`src/rtl/alu_operand_issue_pkg.sv`:
```
// Shared ALU issue definitions: datapath widths, ALU op encodings and a
// saturating counter helper.
package alu_pkg;

  localparam int DW = 32;
  localparam int RW = 5;

  localparam logic [2:0] ALU_AND = 3'b000;
  localparam logic [2:0] ALU_OR  = 3'b001;
  localparam logic [2:0] ALU_ADD = 3'b010;
  localparam logic [2:0] ALU_SLL = 3'b011;
  localparam logic [2:0] ALU_SUB = 3'b110;
  localparam logic [2:0] ALU_SLT = 3'b111;

  function automatic logic [15:0] sat_inc16(input logic [15:0] v);
    return (v == 16'hFFFF) ? v : v + 16'd1;
  endfunction

endpackage

```
`src/rtl/alu_operand_issue_if.sv`:
```
// Decoder-side and ALU-side handshake bundle of the operand issue register.
interface alu_operand_issue_if;
  import alu_pkg::*;

  logic          in_valid;
  logic          in_ready;
  logic [DW-1:0] in_rs_data;
  logic [DW-1:0] in_rt_data;
  logic [DW-1:0] in_imm;
  logic          in_use_imm;
  logic [2:0]    in_signal;
  logic [4:0]    in_shamt;
  logic [RW-1:0] in_rs_idx;
  logic [RW-1:0] in_rt_idx;
  logic [RW-1:0] in_rd_idx;
  logic          in_reg_write;

  logic          out_valid;
  logic          out_ready;
  logic [DW-1:0] dataA;
  logic [DW-1:0] dataB;
  logic [2:0]    Signal;
  logic [4:0]    shamt;
  logic [RW-1:0] out_rd_idx;
  logic          out_reg_write;

  modport master (
    output in_valid, in_rs_data, in_rt_data, in_imm, in_use_imm, in_signal,
           in_shamt, in_rs_idx, in_rt_idx, in_rd_idx, in_reg_write, out_ready,
    input  in_ready, out_valid, dataA, dataB, Signal, shamt, out_rd_idx,
           out_reg_write
  );

  modport slave (
    input  in_valid, in_rs_data, in_rt_data, in_imm, in_use_imm, in_signal,
           in_shamt, in_rs_idx, in_rt_idx, in_rd_idx, in_reg_write, out_ready,
    output in_ready, out_valid, dataA, dataB, Signal, shamt, out_rd_idx,
           out_reg_write
  );

endinterface

```
`src/rtl/alu_operand_issue_fwd_mux.sv`:
```
// Three-source forwarding select: EX/MEM beats MEM/WB beats the register value,
// and register $0 always reads as zero.
module fwd_mux
  import alu_pkg::*;
(
  input  logic [RW-1:0] i_idx,
  input  logic [DW-1:0] i_val,
  input  logic          i_exmem_wr,
  input  logic [RW-1:0] i_exmem_rd,
  input  logic [DW-1:0] i_exmem_res,
  input  logic          i_memwb_wr,
  input  logic [RW-1:0] i_memwb_rd,
  input  logic [DW-1:0] i_memwb_res,
  output logic [DW-1:0] o_data,
  output logic          o_hit
);

  always_comb begin
    o_data = i_val;
    o_hit  = 1'b0;
    if (i_idx == '0) begin
      o_data = '0;
    end else if (i_exmem_wr && (i_exmem_rd == i_idx)) begin
      o_data = i_exmem_res;
      o_hit  = 1'b1;
    end else if (i_memwb_wr && (i_memwb_rd == i_idx)) begin
      o_data = i_memwb_res;
      o_hit  = 1'b1;
    end
  end

endmodule

```
`src/rtl/alu_operand_issue.sv`:
```
// ID/EX operand issue register feeding the ALU, with capture-time forwarding
// and per-cycle re-forwarding while stalled. ALU_ISSUE_PERF_CNT_EN adds
// stall and forward counters.
module alu_operand_issue
  import alu_pkg::*;
(
  input  logic                clk,
  input  logic                rst_n,
  input  logic                flush,
  input  logic                exmem_wr,
  input  logic [RW-1:0]       exmem_rd,
  input  logic [DW-1:0]       exmem_res,
  input  logic                memwb_wr,
  input  logic [RW-1:0]       memwb_rd,
  input  logic [DW-1:0]       memwb_res,
  alu_operand_issue_if.slave  bus
`ifdef ALU_ISSUE_PERF_CNT_EN
  ,
  output logic [15:0]         perf_stall_cyc,
  output logic [15:0]         perf_fwd_cnt
`endif
);

  localparam int NFWD = 4;

  logic          r_valid;
  logic [DW-1:0] r_dataA, r_dataB, r_imm;
  logic [2:0]    r_signal;
  logic [4:0]    r_shamt;
  logic [RW-1:0] r_rd_idx, r_rs_idx, r_rt_idx;
  logic          r_reg_write, r_use_imm;

  logic w_in_ready, w_cap, w_hold, w_drain;

  assign w_in_ready = !r_valid || bus.out_ready;
  assign w_cap      = bus.in_valid && w_in_ready && !flush;
  assign w_hold     = r_valid && !bus.out_ready;
  assign w_drain    = r_valid && bus.out_ready;

  // Slots 0/1 resolve the incoming rs/rt; slots 2/3 refresh the held operands,
  // with the held value standing in for the register read.
  logic [NFWD-1:0][RW-1:0] w_fidx;
  logic [NFWD-1:0][DW-1:0] w_fval, w_fdat;
  logic [NFWD-1:0]         w_fhit;

  assign w_fidx = {r_rt_idx, r_rs_idx, bus.in_rt_idx, bus.in_rs_idx};
  assign w_fval = {r_dataB, r_dataA, bus.in_rt_data, bus.in_rs_data};

  genvar g;
  generate
    for (g = 0; g < NFWD; g++) begin : gen_fwd
      fwd_mux u_fwd (
        .i_idx       (w_fidx[g]),
        .i_val       (w_fval[g]),
        .i_exmem_wr  (exmem_wr),
        .i_exmem_rd  (exmem_rd),
        .i_exmem_res (exmem_res),
        .i_memwb_wr  (memwb_wr),
        .i_memwb_rd  (memwb_rd),
        .i_memwb_res (memwb_res),
        .o_data      (w_fdat[g]),
        .o_hit       (w_fhit[g])
      );
    end
  endgenerate

  always_ff @(posedge clk or negedge rst_n) begin
    if (!rst_n) begin
      r_valid     <= 1'b0;
      r_dataA     <= '0;
      r_dataB     <= '0;
      r_imm       <= '0;
      r_signal    <= '0;
      r_shamt     <= '0;
      r_rd_idx    <= '0;
      r_rs_idx    <= '0;
      r_rt_idx    <= '0;
      r_reg_write <= 1'b0;
      r_use_imm   <= 1'b0;
    end else if (flush) begin
      r_valid     <= 1'b0;
      r_reg_write <= 1'b0;
    end else if (w_cap) begin
      r_valid     <= 1'b1;
      r_dataA     <= w_fdat[0];
      r_dataB     <= bus.in_use_imm ? bus.in_imm : w_fdat[1];
      r_imm       <= bus.in_imm;
      r_signal    <= bus.in_signal;
      r_shamt     <= bus.in_shamt;
      r_rd_idx    <= bus.in_rd_idx;
      r_rs_idx    <= bus.in_rs_idx;
      r_rt_idx    <= bus.in_rt_idx;
      r_reg_write <= bus.in_reg_write;
      r_use_imm   <= bus.in_use_imm;
    end else if (w_hold) begin
      r_dataA <= w_fdat[2];
      r_dataB <= r_use_imm ? r_imm : w_fdat[3];
    end else if (w_drain) begin
      r_valid <= 1'b0;
    end
  end

  assign bus.in_ready      = w_in_ready;
  assign bus.out_valid     = r_valid;
  assign bus.dataA         = r_dataA;
  assign bus.dataB         = r_dataB;
  assign bus.Signal        = r_signal;
  assign bus.shamt         = r_shamt;
  assign bus.out_rd_idx    = r_rd_idx;
  assign bus.out_reg_write = r_reg_write;

`ifdef ALU_ISSUE_PERF_CNT_EN
  logic [15:0] r_stall_cyc, r_fwd_cnt;
  logic        w_fwd_any;

  // An immediate-sourced dataB is not a forward even if rt happens to match.
  assign w_fwd_any = w_fhit[0] || (w_fhit[1] && !bus.in_use_imm);

  always_ff @(posedge clk or negedge rst_n) begin
    if (!rst_n) begin
      r_stall_cyc <= '0;
      r_fwd_cnt   <= '0;
    end else begin
      if (w_hold)              r_stall_cyc <= sat_inc16(r_stall_cyc);
      if (w_cap && w_fwd_any)  r_fwd_cnt   <= sat_inc16(r_fwd_cnt);
    end
  end

  assign perf_stall_cyc = r_stall_cyc;
  assign perf_fwd_cnt   = r_fwd_cnt;
`endif

endmodule

```
`src/flat_wrapper.sv`:
```
// flat-port wrapper written by rule: the top's interface ports become plain ports
module alu_operand_issue_flat import alu_pkg::*;
  (clk, rst_n, flush, exmem_wr, exmem_rd, exmem_res, memwb_wr, memwb_rd, memwb_res, bus_in_valid, bus_in_rs_data, bus_in_rt_data, bus_in_imm, bus_in_use_imm, bus_in_signal, bus_in_shamt, bus_in_rs_idx, bus_in_rt_idx, bus_in_rd_idx, bus_in_reg_write, bus_out_ready, bus_in_ready, bus_out_valid, bus_dataA, bus_dataB, bus_Signal, bus_shamt, bus_out_rd_idx, bus_out_reg_write);
  alu_operand_issue_if bus_i ();
  input  logic clk;
  input  logic rst_n;
  input  logic flush;
  input  logic exmem_wr;
  input  logic [RW-1:0] exmem_rd;
  input  logic [DW-1:0] exmem_res;
  input  logic memwb_wr;
  input  logic [RW-1:0] memwb_rd;
  input  logic [DW-1:0] memwb_res;
  input wire logic [$bits(bus_i.in_valid)-1:0] bus_in_valid;
  input wire logic [$bits(bus_i.in_rs_data)-1:0] bus_in_rs_data;
  input wire logic [$bits(bus_i.in_rt_data)-1:0] bus_in_rt_data;
  input wire logic [$bits(bus_i.in_imm)-1:0] bus_in_imm;
  input wire logic [$bits(bus_i.in_use_imm)-1:0] bus_in_use_imm;
  input wire logic [$bits(bus_i.in_signal)-1:0] bus_in_signal;
  input wire logic [$bits(bus_i.in_shamt)-1:0] bus_in_shamt;
  input wire logic [$bits(bus_i.in_rs_idx)-1:0] bus_in_rs_idx;
  input wire logic [$bits(bus_i.in_rt_idx)-1:0] bus_in_rt_idx;
  input wire logic [$bits(bus_i.in_rd_idx)-1:0] bus_in_rd_idx;
  input wire logic [$bits(bus_i.in_reg_write)-1:0] bus_in_reg_write;
  input wire logic [$bits(bus_i.out_ready)-1:0] bus_out_ready;
  output wire logic [$bits(bus_i.in_ready)-1:0] bus_in_ready;
  output wire logic [$bits(bus_i.out_valid)-1:0] bus_out_valid;
  output wire logic [$bits(bus_i.dataA)-1:0] bus_dataA;
  output wire logic [$bits(bus_i.dataB)-1:0] bus_dataB;
  output wire logic [$bits(bus_i.Signal)-1:0] bus_Signal;
  output wire logic [$bits(bus_i.shamt)-1:0] bus_shamt;
  output wire logic [$bits(bus_i.out_rd_idx)-1:0] bus_out_rd_idx;
  output wire logic [$bits(bus_i.out_reg_write)-1:0] bus_out_reg_write;
  assign bus_i.in_valid = bus_in_valid;
  assign bus_i.in_rs_data = bus_in_rs_data;
  assign bus_i.in_rt_data = bus_in_rt_data;
  assign bus_i.in_imm = bus_in_imm;
  assign bus_i.in_use_imm = bus_in_use_imm;
  assign bus_i.in_signal = bus_in_signal;
  assign bus_i.in_shamt = bus_in_shamt;
  assign bus_i.in_rs_idx = bus_in_rs_idx;
  assign bus_i.in_rt_idx = bus_in_rt_idx;
  assign bus_i.in_rd_idx = bus_in_rd_idx;
  assign bus_i.in_reg_write = bus_in_reg_write;
  assign bus_i.out_ready = bus_out_ready;
  assign bus_in_ready = bus_i.in_ready;
  assign bus_out_valid = bus_i.out_valid;
  assign bus_dataA = bus_i.dataA;
  assign bus_dataB = bus_i.dataB;
  assign bus_Signal = bus_i.Signal;
  assign bus_shamt = bus_i.shamt;
  assign bus_out_rd_idx = bus_i.out_rd_idx;
  assign bus_out_reg_write = bus_i.out_reg_write;
  alu_operand_issue u_core (.clk(clk), .rst_n(rst_n), .flush(flush), .exmem_wr(exmem_wr), .exmem_rd(exmem_rd), .exmem_res(exmem_res), .memwb_wr(memwb_wr), .memwb_rd(memwb_rd), .memwb_res(memwb_res), .bus(bus_i));
endmodule
```
`config.mk`:
```
export PLATFORM = sky130hd
export DESIGN_NAME = alu_operand_issue_flat
export DESIGN_NICKNAME = d
export VERILOG_FILES = /design/src/rtl/alu_operand_issue_pkg.sv /design/src/rtl/alu_operand_issue_if.sv /design/src/rtl/alu_operand_issue_fwd_mux.sv /design/src/rtl/alu_operand_issue.sv /design/src/flat_wrapper.sv
export SDC_FILE = /design/constraint.sdc
export NUM_CORES = 1
export LEC_CHECK = 0
export CAP_MARGIN = 20
export CORE_UTILIZATION = 43
export CTS_CLUSTER_DIAMETER = 80
export CTS_CLUSTER_SIZE = 25
export DETAILED_ROUTE_END_ITERATION = 12
export PLACE_DENSITY = 0.84
export SKIP_CTS_REPAIR_TIMING = 1
export SLEW_MARGIN = 0
export SYNTH_ARGS = -nofsm -noshare
export SYNTH_HDL_FRONTEND = slang
export SYNTH_SLANG_ARGS = --single-unit
```
`constraint.sdc`:
```
create_clock -name clk -period 1.9 [get_ports clk]
set_input_delay 0.19 -clock clk [delete_from_list [all_inputs] [get_ports clk]]
set_output_delay 0.19 -clock clk [all_outputs]
set_load 0.01 [all_outputs]
```
==> summary.txt <==
==================================================================================================
Outcome ............................................................................. finished, violations left
Violations in the final reports ..................................................... setup timing
Num ports ...........................................................................          282
Antenna violations before repair ....................................................            2
Total area of multi-input combinational cells .......................................   5343 sq um
Cell Area, Synth ....................................................................   8543 sq um
Aggregate global-route resource usage ...............................................       0.3204
Clk_lat worst skew ..................................................................      0.43 ns
Clk root buf ........................................................................ sky130_fd_sc_hd__clkbuf_16
Area growth from synthesis to final layout ..........................................       59.99%
VDD IR max ..........................................................................  0.0007053 V
Signal arrival time at the worst endpoint ...........................................      2.49 ns
Number of detailed-routing iterations run before antenna repair .....................            6
Type of element capturing the critical path .........................................         flop
Most used flip-flop cell after synthesis ............................................ sky130_fd_sc_hd__dfrtp_1
Number of maximum-capacitance violations ............................................            0
Endpoints failing hold ..............................................................            0
Die outline width ................................................................... 143.0 microns
Setup-failing EPs final .............................................................           64
Final max-slew violation count ......................................................            0
Core Util, Final ....................................................................       0.7023
Library cells used by synthesis .....................................................           42
Storage element area ................................................................   3054 sq um
Die Area ............................................................................  20440 sq um
Floorplan die height ................................................................ 143.0 microns
Syn Inst Count ......................................................................         1016
# nets final ........................................................................         1549
Vias per std cell ...................................................................        6.098
Area of the placeable core ..........................................................  19460 sq um
Number of buffers added on ports ....................................................          281
Maximum clock skew at final layout ..................................................   0.01085 ns
Synthesized area divided by synthesized cell count ..................................  8.409 sq um
Minimum clock period ................................................................     2.180 ns
Number of enable-type register cells in the synthesized netlist .....................            0
Part of the Yosys area used for sequential elements .................................       0.3574
Post-detailed-placement half-perimeter wirelength ...................................     23.43 mm
Flip-flop and latch count after synthesis ...........................................          122
Fraction of layout instances using a drive strength above 1 .........................       0.2040
Pin count of the biggest net entering global routing ................................           65
Remaining Overflow, GRT .............................................................            0
Startpoint class of the critical path ...............................................         flop
RSZ-0062 raised after global routing ................................................         true
Via count ...........................................................................         9910
Routability congestion estimate from global placement ...............................       0.9226
CTS sink cnt ........................................................................          122
Worst Setup Slack, final ............................................................   -0.2803 ns
Leak ................................................................................     5.654 nW
Vias in the first global route ......................................................         9164
Least-Margin Pin Slew ...............................................................    0.5444 ns
Wirelength per Cell ................................................................. 22.35 microns
H-tree depth ........................................................................            4
Final ANT Viol Nets .................................................................            0
Fill cell total of the finished layout ..............................................         1407
Maximum buffer depth of the clock tree ..............................................            2
Relative slew slack .................................................................       0.6371
Maximum fanout along the worst path .................................................           15
Remaining routing DRC violations ....................................................            0
Final critical-path share of the clock period .......................................        1.148
Worst setup timing slack at the placement stage .....................................   -0.5199 ns
Worst Hold Class ....................................................................    in -> reg
Initial Utilization .................................................................       0.4390
Warnings, synthesis .................................................................            0
Routed wire length ..................................................................     36.31 mm
Setup tns final .....................................................................    -13.18 ns
First-pass GRT wire length ..........................................................     49.98 mm
FMAX ................................................................................    458.7 MHz
CTS tree ............................................................................         done
Post-synthesis async set-or-reset flop share ........................................        1.000
Clock buffers created by TritonCTS ..................................................           17
Clock transition time at the flip-flop clock pins of the worst setup and hold paths .      0.06 ns
Number of design-rule violations left by the first detailed-router iteration ........         1165
Critical setup path kind ............................................................   reg -> reg
Site row count ......................................................................           51
Crit path required time .............................................................      2.21 ns
Cell area power density ............................................................. 797.7 nW/um^2
Synthesized net count ...............................................................         1218
==================================================================================================
[where the power goes]
part,switching [mW],internal (mW)
logic,1.77,2.18
clock network,1.29,2.12
registers,0.427,3.11
total,3.49,7.41
[state kept, by name, indices dropped and copies added (netlist names)]
register,count
u_core.bus.dataA,32
u_core.bus.dataB,32
u_core.r_imm,32
u_core.bus.out_rd_idx,5
u_core.bus.shamt,5
u_core.r_rs_idx,5
u_core.r_rt_idx,5
u_core.bus.Signal,3
u_core.bus.out_reg_write,1
u_core.bus.out_valid,1
u_core.r_use_imm,1
[path summary, 6_finish.rpt]
| path | startpoint | end | slack [ns] | depth (start not counted) |
|---|---|---|---|---|
| worst max-delay path | u_core.r_rs_idx[3] | u_core.bus.dataA[8] | -0.28 | 7 |
| worst min-delay path | bus_in_rs_idx[1] | u_core.r_rs_idx[1] | 0.11 | 3 |
| worst max register to register | u_core.r_rs_idx[3] | u_core.bus.dataA[8] | -0.28 | 7 |
| worst min register to register | u_core.bus.Signal[1] | u_core.bus.Signal[1] | 0.47 | 2 |
| max in group asynchronous | rst_n | u_core.bus.dataA[6] | 0.92 | 3 |
| min in group asynchronous | rst_n | u_core.bus.out_rd_idx[3] | 0.30 | 2 |
[cell usage in the layout (no fill, tap or decap), drive strengths merged, types with 25 or more instances in the layout]
| master | Yosys | routed |
|---|---|---|
| a221oi | 30 | 30 |
| a31o | 32 | 32 |
| a31oi | 32 | 32 |
| buf | 38 | 116 |
| clkbuf | 53 | 27 |
| clkdlybuf4s50 | 0 | 274 |
| dfrtp | 122 | 122 |
| mux2 | 29 | 29 |
| mux2i | 65 | 65 |
| nand2 | 273 | 273 |
| nand3 | 65 | 65 |
| nor2 | 73 | 73 |
| o211a | 31 | 31 |
| o21ai | 66 | 66 |
| o22ai | 29 | 29 |
| xor2 | 25 | 25 |
[critical path, cell delays in order, from the launching register on]
cell and delay (ns):
sky130_fd_sc_hd__dfrtp_1 0.40, sky130_fd_sc_hd__xor2_1 0.17, sky130_fd_sc_hd__nor4_1 0.31, sky130_fd_sc_hd__and3_4 0.29, sky130_fd_sc_hd__buf_12 0.19, sky130_fd_sc_hd__mux2i_1 0.27, sky130_fd_sc_hd__o22ai_1 0.15, sky130_fd_sc_hd__mux2_4 0.29
[metrics by stage]
| stage | std cells | instance area (sq um) | hold slack, ns | power (mW) |
|---|---|---|---|---|
| detailed placement | 1569 | 12400 | 0.1845 | 7.074 |
| floorplan | 1016 | 8574 | -0.1056 | 4.995 |
| global placement | 1569 | 12400 | 0.1833 | 6.981 |
| finish | 1625 | 13670 | 0.1070 | 10.90 |
| CTS | 1599 | 13000 | -0.2584 | 10.46 |
| global route | 1624 | 13670 | 0.1198 | 11.26 |
[routing by layer]
metal  up-vias  GRT usage  part of all wire
li1       4271          -                 -
met1      4667     0.3880              0.35
met2       773     0.5332              0.47
met3       199    0.06372              0.11
met4         0     0.1766             0.061
met5         -          0                 0
[cell type report]
type                    count  share of cell area
well taps                 265             0.02426
clock inverters            11             0.01080
inverters                   2           0.0005492
flip-flops and latches    122              0.2235
diodes                      2           0.0003662
multi-input cells         801              0.3909
clock buffers              19             0.03314
repair buffers            403              0.3166
[Yosys cell counts (all sizes together), types with 6 or more instances]
cell type,n,area (sq um)
a31oi,32,200.2
nor4,6,52.55
xor2,25,219.0
nor2,73,274.0
xnor2,15,131.4
o21ai,66,330.3
dfrtp,122,3053
a221oi,30,437.9
o22ai,29,181.4
nand3,65,325.3
o211a,31,310.3
mux2i,65,650.6
a31o,32,280.3
buf,38,242.7
mux2,29,401.6
nand2,273,1025
clkbuf,53,198.9
[cell families (layout without fill, tap and decap cells)]
kind of cell,count (synthesis),in the layout,share of synthesized area
other cells,0,2,0
xor+xnor,40,40,0.04101
mux,94,94,0.1232
simple gates,436,436,0.2116
buf+inv,93,435,0.05258
compound gates,231,231,0.2143
flops,122,122,0.3574
Power figures use the tool's default switching activity.
